## src/rtl/imm_ext_pkg.sv

```systemverilog
// Shared types and field constants for the immediate-extension pipeline.
package imm_ext_pkg;

    typedef enum logic [1:0] {
        IMM_ROT8   = 2'b00,
        IMM_ZEXT12 = 2'b01,
        IMM_BR24   = 2'b10,
        IMM_SEXT24 = 2'b11
    } imm_mode_t;

    localparam int ROT_FIELD_LSB = 8;
    localparam int IMM8_W        = 8;

endpackage

```

## src/rtl/imm_ext_core.sv

```systemverilog
// Combinational immediate extension: rotated imm8, zero-extended imm12,
// branch offset (sign-extended, x4) and plain sign extension.
module imm_ext_core
    import imm_ext_pkg::*;
#(
    parameter int IN_W  = 24,
    parameter int OUT_W = 32
) (
    input  logic [IN_W-1:0]  data_i,
    input  imm_mode_t        mode_i,
    output logic [OUT_W-1:0] data_o,
    output logic             carry_o,
    output logic             carry_vld_o
);

    logic [4:0]       rot;
    int unsigned      rot_mod;
    logic [OUT_W-1:0] imm8_zext;
    logic [OUT_W-1:0] rot_val;
    logic [OUT_W-1:0] sext;

    // The rotate field encodes half the rotate amount.
    assign rot       = {data_i[ROT_FIELD_LSB +: 4], 1'b0};
    assign imm8_zext = {{(OUT_W-IMM8_W){1'b0}}, data_i[IMM8_W-1:0]};
    assign sext      = {{(OUT_W-IN_W){data_i[IN_W-1]}}, data_i};

    always_comb begin
        rot_mod = 32'(rot) % 32'(OUT_W);
        rot_val = (imm8_zext >> rot_mod)
                | (imm8_zext << ((32'(OUT_W) - rot_mod) % 32'(OUT_W)));
    end

    always_comb begin
        data_o      = '0;
        carry_o     = 1'b0;
        carry_vld_o = 1'b0;
        case (mode_i)
            IMM_ROT8: begin
                data_o      = rot_val;
                carry_vld_o = (rot != 5'd0);
                carry_o     = (rot != 5'd0) && rot_val[OUT_W-1];
            end
            IMM_ZEXT12: data_o = {{(OUT_W-12){1'b0}}, data_i[11:0]};
            IMM_BR24:   data_o = {sext[OUT_W-3:0], 2'b00};
            IMM_SEXT24: data_o = sext;
            default:    data_o = '0;
        endcase
    end

endmodule

```

## src/rtl/imm_extend_pipe.sv

```systemverilog
// Two-stage elastic immediate-extension pipeline: stage 1 captures the raw
// field, stage 2 registers the extended operand into the output registers.
module imm_extend_pipe
    import imm_ext_pkg::*;
#(
    parameter int IN_W  = 24,
    parameter int OUT_W = 32
) (
    input  logic             clk,
    input  logic             reset,
    input  logic             in_valid,
    output logic             in_ready,
    input  logic [IN_W-1:0]  in_data,
    input  logic [1:0]       in_mode,
    output logic             out_valid,
    input  logic             out_ready,
    output logic [OUT_W-1:0] out_data,
    output logic             out_carry,
    output logic             out_carry_vld
);

    logic             s1_valid_q;
    logic [IN_W-1:0]  s1_data_q;
    imm_mode_t        s1_mode_q;
    logic             out_valid_q;
    logic [OUT_W-1:0] out_data_q;
    logic             out_carry_q;
    logic             out_carry_vld_q;
    logic [OUT_W-1:0] out_data_d;
    logic             out_carry_d;
    logic             out_carry_vld_d;
    logic             s1_adv;
    logic             s2_adv;

    assign s2_adv   = !out_valid_q || out_ready;
    assign s1_adv   = !s1_valid_q || s2_adv;
    assign in_ready = s1_adv;

    // Stage 1: capture raw field and mode
    always_ff @(posedge clk) begin
        if (s1_adv && in_valid) begin
            s1_data_q <= in_data;
            s1_mode_q <= imm_mode_t'(in_mode);
        end
    end

    imm_ext_core #(
        .IN_W  (IN_W),
        .OUT_W (OUT_W)
    ) u_core (
        .data_i      (s1_data_q),
        .mode_i      (s1_mode_q),
        .data_o      (out_data_d),
        .carry_o     (out_carry_d),
        .carry_vld_o (out_carry_vld_d)
    );

    // Stage 2: register extended result; outputs hold while stalled
    always_ff @(posedge clk) begin
        if (reset) begin
            s1_valid_q      <= 1'b0;
            out_valid_q     <= 1'b0;
            out_data_q      <= '0;
            out_carry_q     <= 1'b0;
            out_carry_vld_q <= 1'b0;
        end else begin
            if (s1_adv) begin
                s1_valid_q <= in_valid;
            end
            if (s2_adv) begin
                out_valid_q <= s1_valid_q;
                if (s1_valid_q) begin
                    out_data_q      <= out_data_d;
                    out_carry_q     <= out_carry_d;
                    out_carry_vld_q <= out_carry_vld_d;
                end
            end
        end
    end

    assign out_valid     = out_valid_q;
    assign out_data      = out_data_q;
    assign out_carry     = out_carry_q;
    assign out_carry_vld = out_carry_vld_q;

endmodule

```

## config.mk

```make
export PLATFORM = sky130hd
export DESIGN_NAME = imm_extend_pipe
export DESIGN_NICKNAME = d
export VERILOG_FILES = /design/src/rtl/imm_ext_pkg.sv /design/src/rtl/imm_ext_core.sv /design/src/rtl/imm_extend_pipe.sv
export SDC_FILE = /design/constraint.sdc
export NUM_CORES = 1
export LEC_CHECK = 0
export CORE_ASPECT_RATIO = 1.5
export CORE_MARGIN = 2
export CORE_UTILIZATION = 40
export CTS_BUF_LIST = sky130_fd_sc_hd__clkbuf_8
export CTS_CLUSTER_SIZE = 16
export DETAILED_ROUTE_END_ITERATION = 7
export PLACE_DENSITY = 0.62
export SYNTH_ARGS = -nofsm -noshare
export SYNTH_HDL_FRONTEND = slang
export SYNTH_SLANG_ARGS = --single-unit
```

## constraint.sdc

```tcl
create_clock -name clk -period 2.9 [get_ports clk]
set_clock_uncertainty 0.1 [all_clocks]
set_input_delay 0.58 -clock clk [delete_from_list [all_inputs] [get_ports clk]]
set_output_delay 0.58 -clock clk [all_outputs]
set_load 0.05 [all_outputs]
```

==> results of run 1 <==
[area by class of cell]
| type | instances | area share |
|---|---|---|
| multi-input cells | 240 | 0.375 |
| flip-flops and latches | 62 | 0.366 |
| well taps | 102 | 0.0311 |
| inverters | 3 | 0.00274 |
| clock inverters | 5 | 0.00761 |
| repair buffers | 78 | 0.182 |
| clock buffers | 11 | 0.0369 |
[synth_stat cells (all sizes together) (7+ instances only)]
cell type   n  share of area
nand3       7          0.011
a211oi     17          0.044
a21oi      25          0.040
buf        10          0.017
a22oi       8          0.019
nand2      29          0.034
mux2i      15          0.047
dfxtp      36           0.23
mux2       15          0.053
a221oi      8          0.022
nor3       15          0.024
clkbuf     16          0.019
nor2       45          0.053
edfxtp     26           0.25
[sequential cells by signal, indices dropped and copies added, names as in the netlist]
signal and cells:
out_valid 1, s1_valid_q 1, s1_mode_q 2, out_carry 1, out_data 32, out_carry_vld 1
s1_data_q 24
[per-stage QoR]
| step | power [mW] | area (um2) | hold WS [ps] | utilization | setup slack [ps] |
|---|---|---|---|---|---|
| finish | 2.19 | 4110 | 364 | 0.536 | 374 |
| detailed placement | 1.51 | 3930 | 359 | 0.512 | 396 |
| floorplan | 1.33 | 3170 | 407 | - | 450 |
| global route | 2.29 | 4110 | 369 | 0.536 | 123 |
| global placement | 1.50 | 3930 | 342 | 0.512 | 419 |
| CTS | 2.21 | 4110 | 370 | 0.536 | 390 |
[power groups by stage]
stage / Sequential (mW) / Combinational, mW / Clock [mW]
4_1_cts: 1.01 / 0.475 / 0.717
3_3_place_gp: 1.03 / 0.470 / 0
6_report: 1.01 / 0.476 / 0.701
3_5_place_dp: 1.03 / 0.473 / 0
2_1_floorplan: 1.11 / 0.218 / 0
5_1_grt: 1.02 / 0.511 / 0.756
[cells by family after synthesis]
logic type	count (synthesis)	synth area share
AOI/OAI and AO/OA	87	0.200
adders and majority gates	1	0.00395
xor gates and xnor gates	2	0.00553
muxes	30	0.101
buffers and inverters	29	0.0395
and+or+nand+nor	120	0.176
DFF	62	0.474
[how the worst max path moves through the flow]
| stage | start | end | slack (ps) | cells after the start |
|---|---|---|---|---|
| after floorplan | s1_data_q[9]$_DFFE_PP_ | out_data[8]$_SDFFE_PP0P_ | 450 | 10 |
| after global placement | out_ready | out_data[4]$_SDFFE_PP0P_ | 420 | 6 |
| after detailed placement | out_ready | out_data[4]$_SDFFE_PP0P_ | 400 | 6 |
| after CTS | s1_data_q[8]$_DFFE_PP_ | out_data[9]$_SDFFE_PP0P_ | 390 | 7 |
| after global routing | s1_data_q[8]$_DFFE_PP_ | out_data[9]$_SDFFE_PP0P_ | 120 | 7 |
| final | s1_data_q[8]$_DFFE_PP_ | out_data[9]$_SDFFE_PP0P_ | 370 | 7 |
[critical path, cell delays in order, from the launching register on]
cell and delay, ps:
edfxtp_1 400, inv_2 180, ha_1 440, nor2_1 500, a21oi_1 130, a21oi_1 280, a222oi_1 160, a211oi_1 250
[layer usage]
layer / part of all wire / up-vias / global-route usage / routed length (um)
met1: 0.41 / 1330 / 0.255 / 3530
met2: 0.48 / 120 / 0.342 / 4170
met5: 0 / - / 0 / 0
met4: 0.046 / 0 / 0.132 / 397
li1: - / 1367 / - / -
met3: 0.061 / 33 / 0.0407 / 525
==> results by group, run 1 <==
Floorplanning
  – Die area: 8660 um2
  – Starting Density: 0.413
  – DIE HEIGHT: about 110 um
  – Core area: 7660 um2
  – Die X: 76.6 um
  – I/O pin count: 66
  – Std-Cell Rows: 39

Synth
  – Synth Area per Inst: 9.56 um2
  – Dominant synthesized flop cell: dfxtp_1
  – Synthesized instance count: 331
  – Sequential area share after synthesis: 0.474
  – Synth Net Count: 362
  – YS warnings: 0
  – Post-synth EDFFs: 26
  – Post-synth ARST share: 0
  – Post-Syn Area: 3170 um2
  – Synth Register Bits: 62
  – Post-synth cell types: between 40 and 50

Worst setup path
  – Required time worst endpoint: roughly 3100 ps
  – Reg2reg start: s1_data_q[8]$_DFFE_PP_
  – Crit path kind: register to register
  – CP Max Fanout: 14
  – R2R Setup Slk: roughly 370 ps
  – Crit path DAT: 2690 ps
  – CP startpoint kind: register
  – Worst-case reg-to-reg path depth: 7
  – RR Endpoint: out_data[9]$_SDFFE_PP0P_
  – Setup crit end kind: register

Timing
  – Endpoints failing setup: 0
  – Final Hold Fails: 0
  – RSZ-0062 raised after global routing: no
  – Fin Setup TNS: 0 ps
  – Least-Margin Pin Slew: roughly 630 ps
  – Max-slew headroom: 0.579
  – Maximum clock rate: between 300 and 400 MHz
  – Final Max Tran Viols: 0
  – Final Cycle Share: 0.871
  – Crit path time final: around 2500 ps

Pwr
  – Leakage: ~1.5 nW
  – Maximum vdd drop: about 0.00033 V
  – Logic pwr share: 0.217
  – Clock Power Share: 0.320
  – P_sw: about 680 uW
  – Sequential share of power: 0.463
  – PD cells: 533 nW/um2
  – Sw Ratio: 0.311
  – Pint: approximately 1.5 mW

Final layout
  – Layout cells sized above 1: 0.128
  – Area Overhead vs Synth: 29.8%
  – Commonest non-fill, non-tap cell in the layout: clkdlybuf4s50_1
  – Commonest non-fill, non-tap cells in the layout: 64 x clkdlybuf4s50_1, 45 x nor2_1, 36 x dfxtp_1
  – Finished Layout Cells: between 500 and 600
  – Filler instances: approximately 740
  – Multi-input logic area: around 1500 um2
  – Fin nets: between 400 and 500
  – Register area: about 1500 um2
  – # diodes: 0

Route
  – Total Wirelength: between 8000 and 9000 um
  – Iteration-0 DRC count of the detailed router: ~240
  – Antenna-violating nets left: 0
  – First-pass DRT Iterations: 5
  – Wirelength per Cell: 17.2 um
  – # DRC: 0
  – Vias: 2850
  – Vias/cell: between 5 and 6

GRT
  – First-pass GRT wire length: around 14000 um
  – GR Util All Layers: 0.210
  – Vias in the first global route: between 2000 and 3000
  – Total gr overflow: 0
  – Initial antenna violation count: 0
  – Pin count of the biggest net entering global routing: 31

Clock tree
  – Post-CTS setup buffers: 0
  – CTS buffer count: 9
  – TritonCTS clock tree: yes
  – # resized after CTS: 0
  – Max clock buf depth: 2
  – Root buffer cell: clkbuf_8
  – Clk sink count: 62
  – H-Tree Depth: 3
  – Worst-path clk slew: roughly 60 ps
  – Skew-Pair Late Insertion Delay: between 300 and 400 ps
  – Cts-stage hold buffer count: 0

Status
  – Run status: completed

Min path
  – Hold path startpoint: out_carry_vld$_SDFFE_PP0P_
  – Hold path cells: 2
  – Hold endpoint: out_carry_vld$_SDFFE_PP0P_
  – Hold WC Path Type: register to register

Place
  – Final HPWL DP: approximately 6400 um
  – RePlAce Congestion: 0.891
  – Port Buffer Count: 65
  – Placed insts: approximately 490

Job
  – # Max-Cap Violations: 0
No activity file was read; power rests on OpenSTA's default activity.
==> inputs of run 2 (changes only) <==
--- a/config.mk
+++ b/config.mk
@@ -12,6 +12,7 @@
 export CTS_CLUSTER_SIZE = 16
 export DETAILED_ROUTE_END_ITERATION = 7
 export PLACE_DENSITY = 0.62
+export SETUP_SLACK_MARGIN = 0.2
 export SYNTH_ARGS = -nofsm -noshare
 export SYNTH_HDL_FRONTEND = slang
 export SYNTH_SLANG_ARGS = --single-unit
==> results by group, run 2 (synthesis gave the netlist of run 1 again) <==
Final layout
  – Commonest non-fill, non-tap cell in the layout: clkdlybuf4s50_1 (unchanged)
  – Layout cells sized above 1: 0.130 (was 0.128)
  – # diodes: 0 (unchanged)
  – Multi-input logic area: 1540 um2 (about the same)
  – Area Overhead vs Synth: 29.8% (about the same)
  – Register area: 1500 um2 (unchanged)
  – Largest register FFs: 32 (unchanged)
  – Fin nets: 425 (unchanged)
  – Finished Layout Cells: 501 (unchanged)
  – Commonest non-fill, non-tap cells in the layout: 64 x clkdlybuf4s50_1, 44 x nor2_1, 36 x dfxtp_1 (was 64 x clkdlybuf4s50_1, 45 x nor2_1, 36 x dfxtp_1)
  – Design area: 4110 um2 (about the same)
  – Filler instances: 736 (was 737)

Worst setup path
  – Setup crit end kind: register (unchanged)
  – Crit path kind: register to register (unchanged)
  – CP Max Fanout: 14 (unchanged)
  – CP max stage cell: ha_1 (was nor2_1)
  – Required time worst endpoint: 3060 ps (about the same)
  – CP cell instances: inv_2 > ha_1 > mux2i_1 > mux2_2 > a21oi_1 > a222oi_1 > a211oi_1 (was inv_2 > ha_1 > nor2_1 > a21oi_1 > a21oi_1 > a222oi_1 > a211oi_1)
  – Crit path largest cell delay: 630 ps (was 500 ps)
  – Crit path DAT: 2630 ps (was 2690 ps)
  – CP startpoint kind: register (unchanged)

Floorplanning
  – Std-Cell Rows: 39 (unchanged)
  – Starting Density: 0.413 (unchanged)
  – DIE HEIGHT: 113 um (unchanged)
  – Die area: 8660 um2 (unchanged)
  – Die X: 76.6 um (unchanged)
  – Core area: 7660 um2 (unchanged)
  – I/O pin count: 66 (unchanged)

Route
  – Iteration-0 DRC count of the detailed router: 238 (was 241)
  – Antenna-violating nets left: 0 (unchanged)
  – Vias: 2849 (was 2850)
  – Vias/cell: 5.69 (about the same)
  – Wirelength per Cell: 17.2 um (about the same)
  – # DRC: 0 (unchanged)
  – First-pass DRT Iterations: 5 (unchanged)
  – Total Wirelength: 8620 um (about the same)

Clock tree
  – CTS buffer count: 9 (unchanged)
  – TritonCTS clock tree: yes (unchanged)
  – Skew-Pair Late Insertion Delay: 350 ps (about the same)
  – Worst-path clk slew: 60 ps (about the same)
  – Post-CTS setup buffers: 0 (unchanged)
  – Max clock buf depth: 2 (unchanged)
  – Clk sink count: 62 (unchanged)
  – Root buffer cell: clkbuf_8 (unchanged)
  – H-Tree Depth: 3 (unchanged)

Timing
  – RSZ-0062 raised after global routing: no (unchanged)
  – Max-slew headroom: 0.573 (was 0.579)
  – Crit path time final: 2470 ps (was 2530 ps)
  – Maximum clock rate: 405 MHz (was 396 MHz)
  – Fin Setup TNS: 0 ps (unchanged)
  – Final Max Tran Viols: 0 (unchanged)
  – Endpoints failing setup: 0 (unchanged)
  – Final Cycle Share: 0.851 (was 0.871)
  – Final Hold Fails: 0 (unchanged)
  – Least-Margin Pin Slew: 640 ps (was 632 ps)

GRT
  – Initial antenna violation count: 0 (unchanged)
  – GR Util met1: 0.255 (unchanged)
  – Pin count of the biggest net entering global routing: 31 (unchanged)
  – GR Util met3: 0.0407 (unchanged)
  – Vias in the first global route: 2721 (unchanged)
  – First-pass GRT wire length: 14000 um (unchanged)
  – Global routing usage on met2: 0.342 (unchanged)
  – Busiest grt layer: met2 (unchanged)
  – Total gr overflow: 0 (unchanged)
  – GR Util All Layers: 0.210 (unchanged)

Status
  – Run status: completed (unchanged)

Place
  – Placed Area: 3930 um2 (unchanged)
  – RePlAce Congestion: 0.891 (unchanged)
  – Placed insts: 485 (unchanged)
  – Port Buffer Count: 65 (unchanged)
  – Final HPWL DP: 6390 um (unchanged)

Pwr
  – Logic pwr share: 0.218 (was 0.217)
  – Pint: 1.51 mW (about the same)
  – PD cells: 532 nW/um2 (was 533 nW/um2)
  – Sequential share of power: 0.463 (about the same)
  – P_sw: 679 uW (was 681 uW)
  – Maximum vdd drop: 0.000327 V (about the same)
  – Clock Power Share: 0.319 (was 0.320)
  – Sw Ratio: 0.310 (was 0.311)
  – Leakage: 1.49 nW (about the same)

Min path
  – Hold WC Path Type: register to register (unchanged)

Job
  – # Max-Cap Violations: 0 (unchanged)
run 2: cell counts in the layout (fill, tap and decap cells not counted):
Identical to the previous run, type by type.
run 2: cell type report:
class | count | share of cell area
Multi-Input combinational cell | 240 | 0.375
Sequential cell | 62 | 0.365
Timing Repair Buffer | 78 | 0.181
Clock buffer | 11 | 0.0368
Tap cell | 102 | 0.0311
Clock inverter | 5 | 0.00761
Inverter | 3 | 0.00274
run 2: final timing paths:
check | slack [ps] | cells past startpoint | endpoint | start
max | 430 | 7 | out_data[9]$_SDFFE_PP0P_ | s1_data_q[8]$_DFFE_PP_
min | 370 | 2 | out_carry_vld$_SDFFE_PP0P_ | out_carry_vld$_SDFFE_PP0P_
min reg2reg | 370 | 2 | out_carry_vld$_SDFFE_PP0P_ | out_carry_vld$_SDFFE_PP0P_
max reg2reg | 430 | 7 | out_data[9]$_SDFFE_PP0P_ | s1_data_q[8]$_DFFE_PP_
run 2: timing repair:
action / 4_1_cts / 5_1_grt
gates resized for setup: 0 / 1
hold buffers: 0 / 0
endpoints found under the hold margin: 0 / 0
setup endpoints to repair: 0 / 2
run 2: worst max-delay path, delay by kind of cell, from the launching register on:
family / cells / cell delay (ps)
AO/OA/AOI/OAI: 3 / 690
adder cells (fa/ha/maj): 1 / 630
buffers and inverters: 1 / 100
flip-flops: 1 / 370
multiplexers: 2 / 490
run 2: stage by stage:
step / util / power [mW] / hold WS, ps / setup WS (ps)
after detailed placement: 0.512 / 1.51 / 359 / 396
after global routing: 0.537 / 2.29 / 369 / 255
after floorplan: - / 1.33 / 407 / 450
after CTS: 0.536 / 2.21 / 370 / 390
final: 0.537 / 2.19 / 371 / 432
after global placement: 0.512 / 1.50 / 342 / 419
run 2: power by group through the flow:
stage,Sequential [mW],Clock (mW),Combinational [mW]
CTS,1.01,0.717,0.475
global placement,1.03,0,0.470
detailed placement,1.03,0,0.473
floorplan,1.11,0,0.218
global route,1.02,0.756,0.511
finish,1.01,0.698,0.477
run 2: metal layers:
metal,up-vias,share of wire
li1,1369,-
met3,27,0.061
met1,1329,0.41
met5,-,0
met2,124,0.48
met4,0,0.043
